<file path="src/rtl/riscv_pkg.sv">
// Shared constants and types for the riscv32 memory-access stage.
// Holds opcodes, load/store funct3 encodings, the stage FSM states and the write-back bundle.
package riscv_pkg;

    localparam logic [6:0] LOAD  = 7'b0000011;
    localparam logic [6:0] STORE = 7'b0100011;

    localparam logic [2:0] F3_B  = 3'b000;
    localparam logic [2:0] F3_H  = 3'b001;
    localparam logic [2:0] F3_W  = 3'b010;
    localparam logic [2:0] F3_BU = 3'b100;
    localparam logic [2:0] F3_HU = 3'b101;

    typedef enum logic {
        IDLE,
        WAIT
    } mem_state_t;

    typedef struct packed {
        logic        valid;
        logic [31:0] data;
        logic [4:0]  rd;
        logic        wb_en;
        logic [31:0] iw;
        logic [31:0] pc;
        logic        misalign;
    } wb_bundle_t;

    // Access size lives in funct3[1:0]; halfwords select their lane with off[1] only.
    function automatic logic [3:0] lane_enables(input logic [2:0] funct3, input logic [1:0] off);
        case (funct3[1:0])
            2'b00:   lane_enables = 4'b0001 << off;
            2'b01:   lane_enables = 4'b0011 << {off[1], 1'b0};
            default: lane_enables = 4'b1111;
        endcase
    endfunction

    function automatic logic [31:0] lane_replicate(input logic [2:0] funct3, input logic [31:0] data);
        case (funct3[1:0])
            2'b00:   lane_replicate = {4{data[7:0]}};
            2'b01:   lane_replicate = {2{data[15:0]}};
            default: lane_replicate = data;
        endcase
    endfunction

endpackage

</file>
<file path="src/rtl/lsu_load_extend.sv">
// Load data alignment: picks the addressed byte or halfword lane out of the
// memory word and sign- or zero-extends it according to the load funct3.
module lsu_load_extend
    import riscv_pkg::*;
(
    input  logic [31:0] rdata,
    input  logic [1:0]  off,
    input  logic [2:0]  funct3,
    output logic [31:0] data
);

    logic [7:0]  byte_lane;
    logic [15:0] half_lane;

    always_comb begin
        byte_lane = rdata[7:0];
        case (off)
            2'd0: byte_lane = rdata[7:0];
            2'd1: byte_lane = rdata[15:8];
            2'd2: byte_lane = rdata[23:16];
            2'd3: byte_lane = rdata[31:24];
            default: byte_lane = rdata[7:0];
        endcase
        half_lane = off[1] ? rdata[31:16] : rdata[15:0];

        case (funct3)
            F3_B:    data = {{24{byte_lane[7]}}, byte_lane};
            F3_H:    data = {{16{half_lane[15]}}, half_lane};
            F3_BU:   data = {24'h000000, byte_lane};
            F3_HU:   data = {16'h0000, half_lane};
            default: data = rdata;
        endcase
    end

endmodule

</file>
<file path="src/rtl/mem_stage.sv">
// riscv32 memory-access stage: issues loads/stores on a req/ack port, aligns load data
// and registers the write-back bundle. Optional trap on misaligned access: MEM_MISALIGN_TRAP_EN.
module mem_stage
    import riscv_pkg::*;
(
    input  logic        clk,
    input  logic        reset,
    input  logic        valid_in,
    input  logic [31:0] alu_in,
    input  logic [31:0] rs2_data_in,
    input  logic [31:0] iw_in,
    input  logic [31:0] pc_in,
    input  logic        w_en_in,
    input  logic        wb_en_in,
    input  logic [4:0]  wb_reg_in,
    output logic        stall_out,
    output logic        dmem_req,
    output logic        dmem_we,
    output logic [31:0] dmem_addr,
    output logic [31:0] dmem_wdata,
    output logic [3:0]  dmem_be,
    input  logic [31:0] dmem_rdata,
    input  logic        dmem_ack,
    output logic        valid_out,
    output logic [31:0] wb_data_out,
    output logic [4:0]  wb_reg_out,
    output logic        wb_en_out,
    output logic [31:0] iw_out,
    output logic [31:0] pc_out,
    output logic        misalign_out,
    output logic        df_mem_enable,
    output logic [4:0]  df_mem_reg,
    output logic [31:0] df_mem_data
);

    mem_state_t state, state_next;

    logic [6:0]  opcode;
    logic [2:0]  funct3;
    logic [1:0]  off;
    logic        is_load;
    logic        is_store;
    logic        f3_legal;
    logic        is_misaligned;
    logic        capture;
    logic        ack_now;
    logic        mem_go;
    logic        pass_go;

    logic [31:0] req_alu;
    logic [31:0] req_wdata;
    logic [31:0] req_iw;
    logic [31:0] req_pc;
    logic [3:0]  req_be;
    logic        req_we;
    logic [4:0]  req_rd;
    logic        req_wb_en;

    logic [31:0] load_data;
    wb_bundle_t  pass_bundle;
    wb_bundle_t  mem_bundle;
    wb_bundle_t  out_q, out_next;
    wb_bundle_t  pend_q, pend_next;

    assign opcode    = iw_in[6:0];
    assign funct3    = iw_in[14:12];
    assign off       = alu_in[1:0];
    assign is_store  = w_en_in;
    assign is_load   = ~w_en_in & (opcode == LOAD);

    assign ack_now   = (state == WAIT) & dmem_ack;
    assign stall_out = (state == WAIT) & ~dmem_ack;
    assign capture   = valid_in & ~stall_out;

    always_comb begin
        f3_legal = 1'b0;
        if (is_store) begin
            f3_legal = funct3 inside {F3_B, F3_H, F3_W};
        end else if (is_load) begin
            f3_legal = funct3 inside {F3_B, F3_H, F3_W, F3_BU, F3_HU};
        end
    end

`ifdef MEM_MISALIGN_TRAP_EN
    always_comb begin
        is_misaligned = 1'b0;
        if ((is_load | is_store) & f3_legal) begin
            case (funct3[1:0])
                2'b01:   is_misaligned = off[0];
                2'b10:   is_misaligned = |off;
                default: is_misaligned = 1'b0;
            endcase
        end
    end
`else
    assign is_misaligned = 1'b0;
`endif

    // Illegal-funct3 and trapped accesses retire like pass-through, just without a register write.
    assign mem_go  = capture & (is_load | is_store) & f3_legal & ~is_misaligned;
    assign pass_go = capture & ~mem_go;

    always_comb begin
        pass_bundle          = '0;
        pass_bundle.valid    = 1'b1;
        pass_bundle.data     = alu_in;
        pass_bundle.rd       = wb_reg_in;
        pass_bundle.wb_en    = wb_en_in & ~(is_load | is_store);
        pass_bundle.iw       = iw_in;
        pass_bundle.pc       = pc_in;
        pass_bundle.misalign = is_misaligned;
    end

    lsu_load_extend u_load_extend (
        .rdata  (dmem_rdata),
        .off    (req_alu[1:0]),
        .funct3 (req_iw[14:12]),
        .data   (load_data)
    );

    always_comb begin
        mem_bundle          = '0;
        mem_bundle.valid    = 1'b1;
        mem_bundle.data     = req_we ? req_alu : load_data;
        mem_bundle.rd       = req_rd;
        mem_bundle.wb_en    = req_wb_en;
        mem_bundle.iw       = req_iw;
        mem_bundle.pc       = req_pc;
        mem_bundle.misalign = 1'b0;
    end

    always_ff @(posedge clk or negedge reset) begin
        if (!reset) begin
            state <= IDLE;
        end else begin
            state <= state_next;
        end
    end

    always_comb begin
        state_next = state;
        case (state)
            IDLE:    if (mem_go) state_next = WAIT;
            WAIT:    if (dmem_ack) state_next = mem_go ? WAIT : IDLE;
            default: state_next = IDLE;
        endcase
    end

    // The request register only reloads on a new access, so dmem_* stays stable until ack.
    always_ff @(posedge clk or negedge reset) begin
        if (!reset) begin
            req_alu   <= '0;
            req_wdata <= '0;
            req_iw    <= '0;
            req_pc    <= '0;
            req_be    <= '0;
            req_we    <= 1'b0;
            req_rd    <= '0;
            req_wb_en <= 1'b0;
        end else if (mem_go) begin
            req_alu   <= alu_in;
            req_wdata <= lane_replicate(funct3, rs2_data_in);
            req_iw    <= iw_in;
            req_pc    <= pc_in;
            req_be    <= lane_enables(funct3, off);
            req_we    <= is_store;
            req_rd    <= wb_reg_in;
            req_wb_en <= is_store ? 1'b0 : wb_en_in;
        end
    end

    // A pass-through captured on the ack edge collides with the memory result for the
    // output register, so it parks in pend_q and retires on the following edge.
    always_comb begin
        out_next       = out_q;
        out_next.valid = 1'b0;
        pend_next      = pend_q;
        if (ack_now) begin
            out_next = mem_bundle;
            if (pass_go) begin
                pend_next = pass_bundle;
            end
        end else if (pend_q.valid) begin
            out_next  = pend_q;
            pend_next = pass_go ? pass_bundle : '0;
        end else if (pass_go) begin
            out_next = pass_bundle;
        end
    end

    always_ff @(posedge clk or negedge reset) begin
        if (!reset) begin
            out_q  <= '0;
            pend_q <= '0;
        end else begin
            out_q  <= out_next;
            pend_q <= pend_next;
        end
    end

    assign dmem_req      = (state == WAIT);
    assign dmem_we       = req_we;
    assign dmem_addr     = {req_alu[31:2], 2'b00};
    assign dmem_wdata    = req_wdata;
    assign dmem_be       = req_be;

    assign valid_out     = out_q.valid;
    assign wb_data_out   = out_q.data;
    assign wb_reg_out    = out_q.rd;
    assign wb_en_out     = out_q.wb_en;
    assign iw_out        = out_q.iw;
    assign pc_out        = out_q.pc;
    assign misalign_out  = out_q.misalign;

    assign df_mem_enable = out_q.valid & out_q.wb_en;
    assign df_mem_reg    = out_q.rd;
    assign df_mem_data   = out_q.data;

endmodule

</file>
<file path="config.mk">
export PLATFORM = sky130hd
export DESIGN_NAME = mem_stage
export DESIGN_NICKNAME = d
export VERILOG_FILES = /design/src/rtl/riscv_pkg.sv /design/src/rtl/lsu_load_extend.sv /design/src/rtl/mem_stage.sv
export SDC_FILE = /design/constraint.sdc
export NUM_CORES = 1
export LEC_CHECK = 0
export ABC_AREA = 1
export BUFFER_PORTS_ARGS = -buffer_cell sky130_fd_sc_hd__buf_2
export CAP_MARGIN = 20
export CORE_MARGIN = 2
export CORE_UTILIZATION = 45
export CTS_BUF_LIST = sky130_fd_sc_hd__clkbuf_8
export DETAILED_ROUTE_END_ITERATION = 7
export PLACE_DENSITY = 0.75
export SLEW_MARGIN = 10
export SYNTH_ARGS = -nofsm -noshare
export SYNTH_HDL_FRONTEND = slang
export SYNTH_SLANG_ARGS = --single-unit
</file>
<file path="constraint.sdc">
create_clock -name clk -period 4.22 [get_ports clk]
set_input_delay 0.844 -clock clk [delete_from_list [all_inputs] [get_ports clk]]
set_output_delay 0.844 -clock clk [all_outputs]
set_load 0.02 [all_outputs]
</file>
==> flow_metrics.tcl <==
set metrics [dict create \
    status "complete, no violations" \
    ys_async_sr_fraction 1.00 \
    setup_viol 0 \
    vias_per_cell 5.45 \
    finalClockSkew_ns 0.0142 \
    cts_resized 0 \
    drive_gt1_frac 0.228 \
    max-vdd-ir-drop_mv 0.313 \
    synth_top_family_by_area "simple AND/OR/NAND/NOR gates" \
    maxSlewHeadroom 0.285 \
    hold_path_class "in2async" \
    start_util 0.457 \
    rows 72 \
    rr_worst_depth 7 \
    io_pins 384 \
    ff2ff_setup_slack_ns 1.64 \
    postCtsSetupBuffers 0 \
    tightestPinTransition_ns 1.07 \
    synthAdderAreaFrac 0 \
    detail_route.iter0.violations 1344 \
    cts_hold_buf 0 \
    root_buffer "clkbuf_8" \
    synth-seq-area-share 0.492 \
    final_common_cell "nand2_1" \
    ys_ff_latch 347 \
    fp.dieH_microns 202 \
    clkLatencyLatePin_ns 0.64 \
    antenna_found_initial 12 \
    wirelength_microns 57200 \
    worst_ep_required_time_ns 4.79 \
    yosys_warnings 0 \
    r2r_start "dmem_req$_DFF_PN0_" \
    fp.dieW_microns 202 \
    area_growth_pct 16.4 \
    io_buffer_count 381 \
    htree_num_levels 2 \
    clk_pin_slew_ns 0.06 \
    min_period_ns 2.82 \
    ant_nets 0 \
    syn_inst 2286 \
    power_leakage_nw 11.0 \
    fmax_mhz 355 \
    wire_per_inst_microns 18.5 \
    grt_pass1_wl_microns 90500 \
    place_congestion 0.931 \
    crit_family "buffers and inverters" \
    critPathBufInv 4 \
    synthXorXnorAreaFrac 0 \
    dr.pass1.iters 8 \
    layout.nets 2697 \
    critPathSlowestCell "buf_4" \
    r2r-end "pend_q[16]$_DFFE_PN0P_" \
    tns_ns 0 \
    grt_max_degree 174 \
    path_cells "buf_2 > inv_2 > a21oi_2 > nor2_1 > nand2_8 > nand2_4 > inv_4 > buf_4 > nand3_1 > o21ai_2" \
    hpwl_microns 36300 \
    cts_buffers 59 \
    start_kind "input port" \
    crit_arrival_ns 3.39 \
    regMostFlops "pend_q" \
    synthDistinctLibCells 32 \
    clock_sinks 347 \
    grt_setup_unrepaired "no" \
    syn_area_per_cell_sq_um 7.72 \
    core_sq_um 38600 \
    powerDensity_nw_per_um2 557 \
    utilization 0.532 \
    synth-edff-count 0 \
    drv_slew 0 \
    max_cap_viol_count 0 \
    synth_ff_type "dfrtp_1" \
    dieArea_sq_um 40800 \
    tritoncts "yes" \
    grt_pass1_vias 16600 \
    finalHoldViolCount 0 \
    vias 16900 \
    track_usage 0.279 \
    synthMuxAreaShare 0 \
    synth-compound-area-share 0.109 \
    drcViolationCount 0 \
    period_share 0.668 \
    crit_path_max_incr_delay_ns 0.45 \
    overflow 0 \
    cp_max_fo 44 \
    yosys.area_share.simple 0.287 \
    critPathKind "in2reg" \
    largest_reg_flops 103 \
    syn_area_sq_um 17600 \
    final_cell_mix "nand2_1 (777), buf_2 (380), dfrtp_1 (346)" \
    end_kind "register" \
    clockBufferDepth 3 \
]
==> worst reg2reg max path: stages (launching register included) <==
cell and delay, ns:
dfrtp_1 0.41, nand2_4 0.31, clkinv_2 0.18, buf_4 0.39, nand3_1 0.21, nand2_4 0.47
buf_12 0.32, o22ai_1 0.13
==> kinds of logic after synthesis <==
| group | after synthesis |
|---|---|
| buffers and inverters | 402 |
| and+or+nand+nor | 1203 |
| AOI/OAI and AO/OA | 333 |
| DFF | 347 |
| other | 1 |
==> layout make-up <==
type,count,area [sq um]
Fill cell,3667,18100
Timing Repair Buffer,412,2250
Sequential cell,347,8680
Inverter,168,642
Antenna cell,5,12.5
Multi-Input combinational cell,1538,7020
Clock buffer,82,1130
Clock inverter,27,154
Tap cell,518,648
==> how the worst max path moves through the flow <==
stage | startpoint | to | cells past startpoint
after floorplan | iw_in[12] | pend_q[30]$_DFFE_PN0P_ | 11
after global placement | iw_in[13] | misalign_out$_DFFE_PN0P_ | 10
after detailed placement | iw_in[13] | misalign_out$_DFFE_PN0P_ | 10
after CTS | iw_in[13] | misalign_out$_DFFE_PN0P_ | 10
after global routing | iw_in[13] | misalign_out$_DFFE_PN0P_ | 10
final | iw_in[13] | pend_q[54]$_DFFE_PN0P_ | 10
==> cell usage after synthesis (8+ instances only) <==
cell,number,area share
buf_6,12,0.0077
inv_1,159,0.034
o21ai_0,87,0.025
buf_4,77,0.033
buf_1,8,0.0017
inv_2,8,0.0017
a21oi_1,140,0.040
clkbuf_1,74,0.016
o21ai_2,30,0.015
buf_2,63,0.018
dfrtp_1,347,0.49
or2_2,19,0.0067
nand4_1,48,0.017
o22ai_1,55,0.020
nand3_1,262,0.074
nand2_1,778,0.17
o22ai_2,8,0.0057
nor2_1,88,0.019
==> power by group <==
group / switching (W) / leakage (nW) / internal, W / total [W]
logic: 0.00232 / 5.97 / 0.00114 / 0.00346
clock network: 0.00145 / 0.721 / 0.00179 / 0.00323
registers: 0.000514 / 4.31 / 0.00424 / 0.00475
==> metrics by stage <==
| step | hold slack [ns] | worst slack [ns] | std cells | cell area (sq um) | total power, W |
|---|---|---|---|---|---|
| after floorplan | 0.441 | 2.20 | 2287 | 17600 | 0.00718 |
| after global placement | 0.454 | 0.854 | 2983 | 19200 | 0.00814 |
| after detailed placement | 0.457 | 0.775 | 2983 | 19200 | 0.00825 |
| after CTS | 0.255 | 1.49 | 3092 | 20500 | 0.0115 |
| after global routing | 0.293 | 1.19 | 3096 | 20500 | 0.0121 |
| final | 0.251 | 1.40 | 3097 | 20500 | 0.0114 |
==> layer usage <==
| layer | up-vias | wire length (microns) | track usage |
|---|---|---|---|
| li1 | 7802 | - | - |
| met1 | 8058 | 22700 | 0.368 |
| met2 | 866 | 27300 | 0.448 |
| met3 | 133 | 5230 | 0.0558 |
| met4 | 10 | 1920 | 0.120 |
| met5 | - | 61 | 0 |
Power figures use the tool's default switching activity.
